`src/rtl/ps2_pkg.sv`:
```
// Shared types and constants for the PS/2 scancode receiver: FSM states,
// special scancodes and frame geometry.
package ps2_pkg;

  typedef enum logic [1:0] {
    ST_IDLE,
    ST_DATA,
    ST_PARITY,
    ST_STOP
  } ps2_state_e;

  localparam logic [7:0] CODE_BREAK = 8'hF0;
  localparam logic [7:0] CODE_EXT   = 8'hE0;
  localparam int         FRAME_BITS = 11;
  localparam int         DATA_BITS  = FRAME_BITS - 3;

  // Odd parity: data bits plus parity bit must hold an odd number of ones.
  function automatic logic odd_parity_ok(input logic [7:0] data, input logic par);
    return ^{data, par};
  endfunction

endpackage

```
`src/rtl/ps2_sync_edge.sv`:
```
// Dual-bit 2-flop synchronizer for the raw PS/2 clock and data lines, plus
// falling-edge detection on the synchronized clock.
module ps2_sync_edge (
  input  logic clock,
  input  logic reset,
  input  logic ps2_clock_i,
  input  logic ps2_data_i,
  output logic data_o,
  output logic fall_o
);

  logic [1:0] meta_q, meta_d;
  logic [1:0] sync_q, sync_d;
  logic       prev_q, prev_d;

  always_comb begin
    meta_d = {ps2_data_i, ps2_clock_i};
    sync_d = meta_q;
    prev_d = sync_q[0];
  end

  // Idle PS/2 lines float high, so reset to 1 to avoid a false edge on release.
  always_ff @(posedge clock or posedge reset) begin
    if (reset) begin
      meta_q <= 2'b11;
      sync_q <= 2'b11;
      prev_q <= 1'b1;
    end else begin
      meta_q <= meta_d;
      sync_q <= sync_d;
      prev_q <= prev_d;
    end
  end

  assign data_o = sync_q[1];
  assign fall_o = prev_q & ~sync_q[0];

endmodule

```
`src/rtl/ps2_scancode_receiver.sv`:
```
// PS/2 keyboard frame receiver and make/break decoder. Define PS2_TIMEOUT_EN
// to abort partial frames after TIMEOUT_CYCLES clocks without a ps2_clock edge.
module ps2_scancode_receiver
  import ps2_pkg::*;
#(
  parameter int TIMEOUT_CYCLES = 50000
) (
  input  logic       clock,
  input  logic       reset,
  input  logic       ps2_clock,
  input  logic       ps2_data,
  output logic [7:0] data_PS2key,
  output logic       ctrl_PS2pressed,
  output logic       scan_valid,
  output logic       frame_err
);

  if (TIMEOUT_CYCLES < 1) begin : g_timeout_range
    $error("TIMEOUT_CYCLES must be positive");
  end

  logic ps2_data_s;
  logic ps2_fall;

  ps2_sync_edge u_sync_edge (
    .clock       (clock),
    .reset       (reset),
    .ps2_clock_i (ps2_clock),
    .ps2_data_i  (ps2_data),
    .data_o      (ps2_data_s),
    .fall_o      (ps2_fall)
  );

  ps2_state_e state_q, state_d;
  logic [2:0] bit_cnt_q, bit_cnt_d;
  logic [7:0] shift_q, shift_d;
  logic       parity_q, parity_d;
  logic       break_q, break_d;
  logic [7:0] key_q, key_d;
  logic       pressed_q, pressed_d;
  logic       valid_q, valid_d;
  logic       err_q, err_d;

`ifdef PS2_TIMEOUT_EN
  localparam int TO_W = $clog2(TIMEOUT_CYCLES + 1);
  logic [TO_W-1:0] to_cnt_q, to_cnt_d;
`endif

  always_comb begin
    // NOTE: every _d takes its hold value first, so no path can infer a latch.
    state_d   = state_q;
    bit_cnt_d = bit_cnt_q;
    shift_d   = shift_q;
    parity_d  = parity_q;
    break_d   = break_q;
    key_d     = key_q;
    pressed_d = pressed_q;
    valid_d   = 1'b0;
    err_d     = 1'b0;

    if (ps2_fall) begin
      case (state_q)
        ST_IDLE: begin
          if (!ps2_data_s) begin
            state_d   = ST_DATA;
            bit_cnt_d = '0;
          end
        end
        ST_DATA: begin
          shift_d   = {ps2_data_s, shift_q[7:1]};
          bit_cnt_d = bit_cnt_q + 3'd1;
          if (bit_cnt_q == 3'(DATA_BITS - 1)) state_d = ST_PARITY;
        end
        ST_PARITY: begin
          parity_d = ps2_data_s;
          state_d  = ST_STOP;
        end
        ST_STOP: begin
          state_d = ST_IDLE;
          if (ps2_data_s && odd_parity_ok(shift_q, parity_q)) begin
            valid_d = 1'b1;
            // E0 prefixes are dropped: neither key nor break state moves.
            if (shift_q == CODE_BREAK) begin
              break_d = 1'b1;
            end else if (shift_q != CODE_EXT) begin
              if (break_q) begin
                break_d = 1'b0;
                if (shift_q == key_q) pressed_d = 1'b0;
              end else begin
                key_d     = shift_q;
                pressed_d = 1'b1;
              end
            end
          end else begin
            err_d = 1'b1;
          end
        end
        default: state_d = ST_IDLE;
      endcase
    end

`ifdef PS2_TIMEOUT_EN
    to_cnt_d = to_cnt_q + TO_W'(1);
    if (state_q == ST_IDLE || ps2_fall) begin
      to_cnt_d = '0;
    end else if (to_cnt_q == TO_W'(TIMEOUT_CYCLES - 1)) begin
      to_cnt_d = '0;
      state_d  = ST_IDLE;
      err_d    = 1'b1;
    end
`endif
  end

  // NOTE: non-blocking assignments so every flop samples pre-edge values.
  always_ff @(posedge clock or posedge reset) begin
    if (reset) begin
      state_q   <= ST_IDLE;
      bit_cnt_q <= '0;
      shift_q   <= '0;
      parity_q  <= 1'b0;
      break_q   <= 1'b0;
      key_q     <= '0;
      pressed_q <= 1'b0;
      valid_q   <= 1'b0;
      err_q     <= 1'b0;
`ifdef PS2_TIMEOUT_EN
      to_cnt_q  <= '0;
`endif
    end else begin
      state_q   <= state_d;
      bit_cnt_q <= bit_cnt_d;
      shift_q   <= shift_d;
      parity_q  <= parity_d;
      break_q   <= break_d;
      key_q     <= key_d;
      pressed_q <= pressed_d;
      valid_q   <= valid_d;
      err_q     <= err_d;
`ifdef PS2_TIMEOUT_EN
      to_cnt_q  <= to_cnt_d;
`endif
    end
  end

  assign data_PS2key     = key_q;
  assign ctrl_PS2pressed = pressed_q;
  assign scan_valid      = valid_q;
  assign frame_err       = err_q;

endmodule
```
`config.mk`:
```
export PLATFORM = sky130hd
export DESIGN_NAME = ps2_scancode_receiver
export DESIGN_NICKNAME = d
export VERILOG_FILES = /design/src/rtl/ps2_pkg.sv /design/src/rtl/ps2_sync_edge.sv /design/src/rtl/ps2_scancode_receiver.sv
export SDC_FILE = /design/constraint.sdc
export NUM_CORES = 1
export LEC_CHECK = 0
export BUFFER_PORTS_ARGS = -buffer_cell sky130_fd_sc_hd__buf_2
export CAP_MARGIN = 20
export CORE_ASPECT_RATIO = 1.5
export CORE_MARGIN = 5
export CORE_UTILIZATION = 55
export DETAILED_ROUTE_END_ITERATION = 16
export PLACE_DENSITY = 0.75
export SLEW_MARGIN = 10
export SYNTH_ARGS = -nofsm -noshare
export SYNTH_HDL_FRONTEND = slang
export SYNTH_SLANG_ARGS = --single-unit
export TNS_END_PERCENT = 100
```
`constraint.sdc`:
```
create_clock -name clock -period 3.5 [get_ports clock]
set_input_delay 0.7 -clock clock [delete_from_list [all_inputs] [get_ports clock]]
set_output_delay 0.7 -clock clock [all_outputs]
set_load 0.01 [all_outputs]
```
* Word-level counts from Yosys, hierarchy flattened
Index checks and enable logic that the tools add are counted.
** Operators by class
- Eq/ne operators :: 10
- Reductions and logical operators :: 12
- Add/subtract/negate cells :: 1
- Bitwise logic cells :: 4
- Mux-type cells :: 15
** Operator list (count)
- 6-bit AND reduction :: 2
- 1-bit two-way mux :: 10
- 9-bit parity :: 1
- 8-bit == test :: 1
- 8-bit == test (second input constant) :: 1
- 8-bit != test (second input constant) :: 1
- 2-bit one-hot mux with 4 select lines :: 1
- 3-bit one-hot mux with 2 select lines :: 1
- 3-bit AND reduction :: 2
- 2-bit == test (second input constant) :: 2
- 2-bit two-way mux :: 2
- 2-bit != test (second input constant) :: 2
- 2-bit AND reduction :: 2
- 4-bit AND reduction :: 1
- 2-bit nonzero test :: 2
- 3-bit by 1-bit adder with 3-bit output (second input constant) :: 1
- 3-bit == test (second input constant) :: 1
- 3-bit two-way mux :: 1
- 1-bit inverter :: 3
- 2-bit by 1-bit == test with 1-bit output (second input constant) :: 1
- 2-bit logical NOT :: 1
- 2-bit by 1-bit != test with 1-bit output (second input constant) :: 1
- 1-bit AND :: 1
- 1-bit logical AND :: 1
** Storage, ports and cells
- Output and inout bits :: 11
- Input bits :: 4
- Word-level logic and storage cells :: 54
- Flip-flop bits (word level) :: 31

* Longest topological paths before layout
- Depth in word-level cells :: 5
- Depth in mapped cells :: 6
- Gate-level depth less buffers :: 6

* Cells and area by module
From an unflattened synthesis, not the netlist that was laid out.
** Unflattened totals
- Cells, all modules :: 109
- Area total of the unflattened synthesis :: 1453.9 sq um
** Modules (own cells, without submodules)
- ps2_scancode_receiver :: seq. area each 650.6 sq um, cells an instance 102, instances 1, area an instance 1305.0 sq um
- ps2_sync_edge :: seq. area each 131.4 sq um, cells an instance 7, instances 1, area an instance 148.9 sq um

* Least setup slack after synthesis
Ideal clock, no wire load.
- Kind :: reg2reg
- Start :: reg shift_q[6]
- End :: reg key_q[0], in the netlist data_PS2key[0]
- Required time :: 3375 ps
- Stages on the path, launching flop included :: 7
- Data arrival time :: 1995 ps
- Path buffers :: 1
- Library setup time :: 125 ps
- Period minus slack after synthesis :: 2120 ps
- Setup slack :: 1380 ps
- Cell sequence :: dfrtp_1 xnor2_1 xnor3_2 xnor2_1 or3_1 buf_6 mux2_4
** On the way
- Word-level cells in the longest chain between the ends :: 3
- Elaborated cells between the ends (all ways) :: 6
- Classes of those cells :: 2 x eq/ne; 1 x bitwise; 3 x reduce/logical
** RTL lines
- from (decl) :: line ps2_scancode_receiver.sv:36 : logic [7:0] shift_q, shift_d;
- from (signal assigned) :: line ps2_scancode_receiver.sv:132 : shift_q <= shift_d;
- 8-bit == test or 9-bit parity (tied branches) :: line ps2_scancode_receiver.sv:83, ps2_pkg.sv:19
- 1-bit inverter (no source line) or 1-bit logical AND (tied branches)
- 6-bit AND reduction (no source line) *
- to (signal assigned) :: line ps2_scancode_receiver.sv:135 : key_q <= key_d;
- to (decl) :: line ps2_scancode_receiver.sv:39 : logic [7:0] key_q, key_d;
Every way passes the cells marked *; elsewhere a longest branch is shown, timed or not.
A chain may end at the register's enable or synchronous reset.

* Worst setup path in the final report
- Start :: reg shift_q[6]
- End :: reg key_q[7], in the netlist data_PS2key[7]
Same word-level chain as after synthesis.

==> flow_metrics.tcl <==
set metrics [dict create \
    dpl_cell_area_mm2 0.00153 \
    design.die.area_mm2 0.00376 \
    place_congestion 0.774 \
    io_buffers 14 \
    antenna_found_initial 0 \
    fillers 195 \
    yosys_register_bits 31 \
    timing.hold.ws_ns 0.360 \
    grt_max_degree 23 \
    first_pass_iters 4 \
    dieWidth_um 51.8 \
    arrival_ns 2.62 \
    cts_root_buf "clkbuf_4" \
    grt_pass1_vias 937 \
    relSlewSlack_pct 46.8 \
    yosysWarnings 0 \
    setup_viol 0 \
    initial_core_util_pct 58.1 \
    hpwl_mm 1.73 \
    end_kind "register" \
    clock_sinks 31 \
    finalCriticalPeriod_ns 2.40 \
    synth_cell_types 27 \
    syn_nets 121 \
    insertion_delay_ns 0.33 \
    status "finished, final reports clean" \
    critPathSlowestCell "or3_1" \
    required_ns 3.72 \
    critical_path.top_delay_family "XOR/XNOR gates" \
    period_share_pct 68.7 \
    powerDensity_mw_per_mm2 866 \
    worst-path-buf-inv 0 \
    numCtsBuffers 5 \
    grt_overflow_total 0 \
    hold_path.class "reg -> reg" \
    wl_per_cell_um 15.2 \
    die_height_um 72.6 \
    clock_skew_ns 0.00461 \
    crit_top_cell "xnor2_1" \
    first_iter_violations 12 \
    track_usage_pct 15.7 \
    rsz0062_at_grt "false" \
    postSynthCellCount 110 \
    io_pins 15 \
    tns_ns 0 \
    syn-cell-area_mm2 0.00144 \
    cp-start-kind "register" \
    viasPerCell 5.57 \
    maxSlewViolCount 0 \
    nNetsFinal 141 \
    hold_buffers 0 \
    grt_pass1_wl_mm 4.24 \
    rows 22 \
    post-cts-setup-buffers 0 \
    cts_tree "built" \
    h-tree-depth 2 \
    syn_area_per_cell_um2 13.1 \
    wl_mm 2.36 \
    critical_path_class "reg -> reg" \
    cp_max_fo 9 \
    drive_above_1_share_pct 32.1 \
    drc 0 \
    syn2layout_area_growth_pct 11.2 \
    worst_pin_slew_ns 0.797 \
    power_leakage_nw 0.860 \
    cts.path.max_buffers 2 \
    core_mm2 0.00248 \
    cts_resized 0 \
    num_vias 864 \
    max_freq_ghz 0.416 \
    ys_seq_area_share_pct 54.3 \
    max_cap_violations 0 \
    cpPeakStageDelay_ns 0.50 \
    cts.clk_slew.worst_paths_ns 0.09 \
    hold_viol 0 \
    crit_chain "xnor2_1, xnor3_2, xnor2_1, or3_1, mux2_4" \
    ant_nets 0 \
    max-vdd-ir-drop_mv 0.491 \
    final_cell_area_mm2 0.00160 \
    insertedDiodeCount 0 \
]
-- state kept, by name, summed over array words and instances (netlist names) --
name,count
data_PS2key,8
frame_err,1
break_q,1
bit_cnt_q,3
state_q,2
u_sync_edge.meta_q,2
ctrl_PS2pressed,1
parity_q,1
scan_valid,1
shift_q,8
u_sync_edge.prev_q,1
u_sync_edge.sync_q,2
-- metrics by stage --
stage	util [%]	instances	worst slack [ns]	total power, mW
floorplan	-	110	1.38	1.03
finish	64.6	155	1.10	1.39
CTS	64.6	155	1.08	1.40
global route	64.6	155	0.951	1.51
detailed placement	61.8	147	1.10	1.16
global placement	61.8	147	1.17	1.14
-- cell usage in the layout (no fill, tap or decap) --
master,instances
dfrtp_1,26
xnor2_1,6
a32o_1,2
nor2_1,1
mux2_2,6
xnor3_2,1
clkbuf_4,5
clkbuf_1,1
nor4b_1,1
clkbuf_8,2
nand2_1,10
or3_1,1
ha_1,7
nor2b_1,1
a21boi_0,1
dfstp_2,5
o21ai_0,7
a41o_1,1
nand3_1,1
a21oi_1,1
inv_1,7
xor2_1,8
o31ai_1,1
mux2_4,8
buf_4,1
o22a_1,1
nor4_1,2
o211a_1,1
nor3_1,2
buf_2,14
-- cells by family (layout without fill, tap and decap cells) --
family / Yosys count / in the layout / share of synthesized area, %
flops: 31 / 31 / 54.3
simple gates: 19 / 19 / 6.26
compound gates: 15 / 15 / 7.22
xor+xnor: 15 / 15 / 10.2
mux: 14 / 14 / 13.0
buf+inv: 9 / 30 / 2.87
fa+ha+maj: 7 / 7 / 6.09
-- per-layer routing --
layer  global-route usage [%]  vias to the layer above  routed length [µm]  part of all wire (%)
met3                     6.54                       10                 119                   5.0
met5                        0                        -                   0                     0
li1                         -                      420                   -                     -
met4                     10.8                        0                  89                   3.8
met2                     24.8                       21                1200                    51
met1                     16.7                      413                 953                    40
-- report_power, final --
group	switching [mW]	leakage [nW]	internal [mW]
Clock	0.118	0.0386	0.118
Sequential	0.125	0.397	0.467
Combinational	0.265	0.424	0.293
-- final cells by class --
cell class / count / area (µm²) / area share [%]
Multi-Input combinational cell: 70 / 616 / 38.5
Sequential cell: 31 / 782 / 48.9
Timing Repair Buffer: 15 / 77.6 / 4.85
Tap cell: 24 / 30.0 / 1.88
Clock buffer: 8 / 68.8 / 4.30
Inverter: 7 / 26.3 / 1.64
-- final timing paths --
kind | endpoint | from | slack (ns) | cells after the start
worst max register to register | data_PS2key[7]$_DFFE_PP0P_ | shift_q[6]$_DFFE_PP0P_ | 1.10 | 5
min in group asynchronous | break_q$_DFFE_PP0P_ | reset | 0.51 | 2
max in group asynchronous | u_sync_edge.prev_q$_DFF_PP1_ | reset | 2.28 | 3
worst max-delay path | data_PS2key[7]$_DFFE_PP0P_ | shift_q[6]$_DFFE_PP0P_ | 1.10 | 5
worst min register to register | u_sync_edge.sync_q[0]$_DFF_PP1_ | u_sync_edge.meta_q[0]$_DFF_PP1_ | 0.36 | 0
worst min-delay path | u_sync_edge.sync_q[0]$_DFF_PP1_ | u_sync_edge.meta_q[0]$_DFF_PP1_ | 0.36 | 0
-- cell usage after synthesis --
master / count / area share [%]
o21ai_0: 7 / 2.4
nand2_1: 10 / 2.6
a21oi_1: 1 / 0.35
nand3_1: 1 / 0.35
nor4_1: 2 / 0.87
a21boi_0: 1 / 0.52
o211a_1: 1 / 0.70
o22a_1: 1 / 0.61
nor4b_1: 1 / 0.61
ha_1: 7 / 6.1
xnor3_2: 1 / 1.7
dfrtp_1: 26 / 45
nor3_1: 2 / 0.70
mux2_4: 8 / 8.3
or3_1: 1 / 0.44
xor2_1: 8 / 4.9
o31ai_1: 1 / 0.52
mux2_2: 6 / 4.7
nor2b_1: 1 / 0.44
nor2_1: 1 / 0.26
xnor2_1: 6 / 3.7
inv_1: 7 / 1.8
buf_6: 1 / 0.78
a32o_1: 2 / 1.4
a41o_1: 1 / 0.70
dfstp_2: 5 / 9.1
clkbuf_1: 1 / 0.26
(Power assumes the default switching activity.)
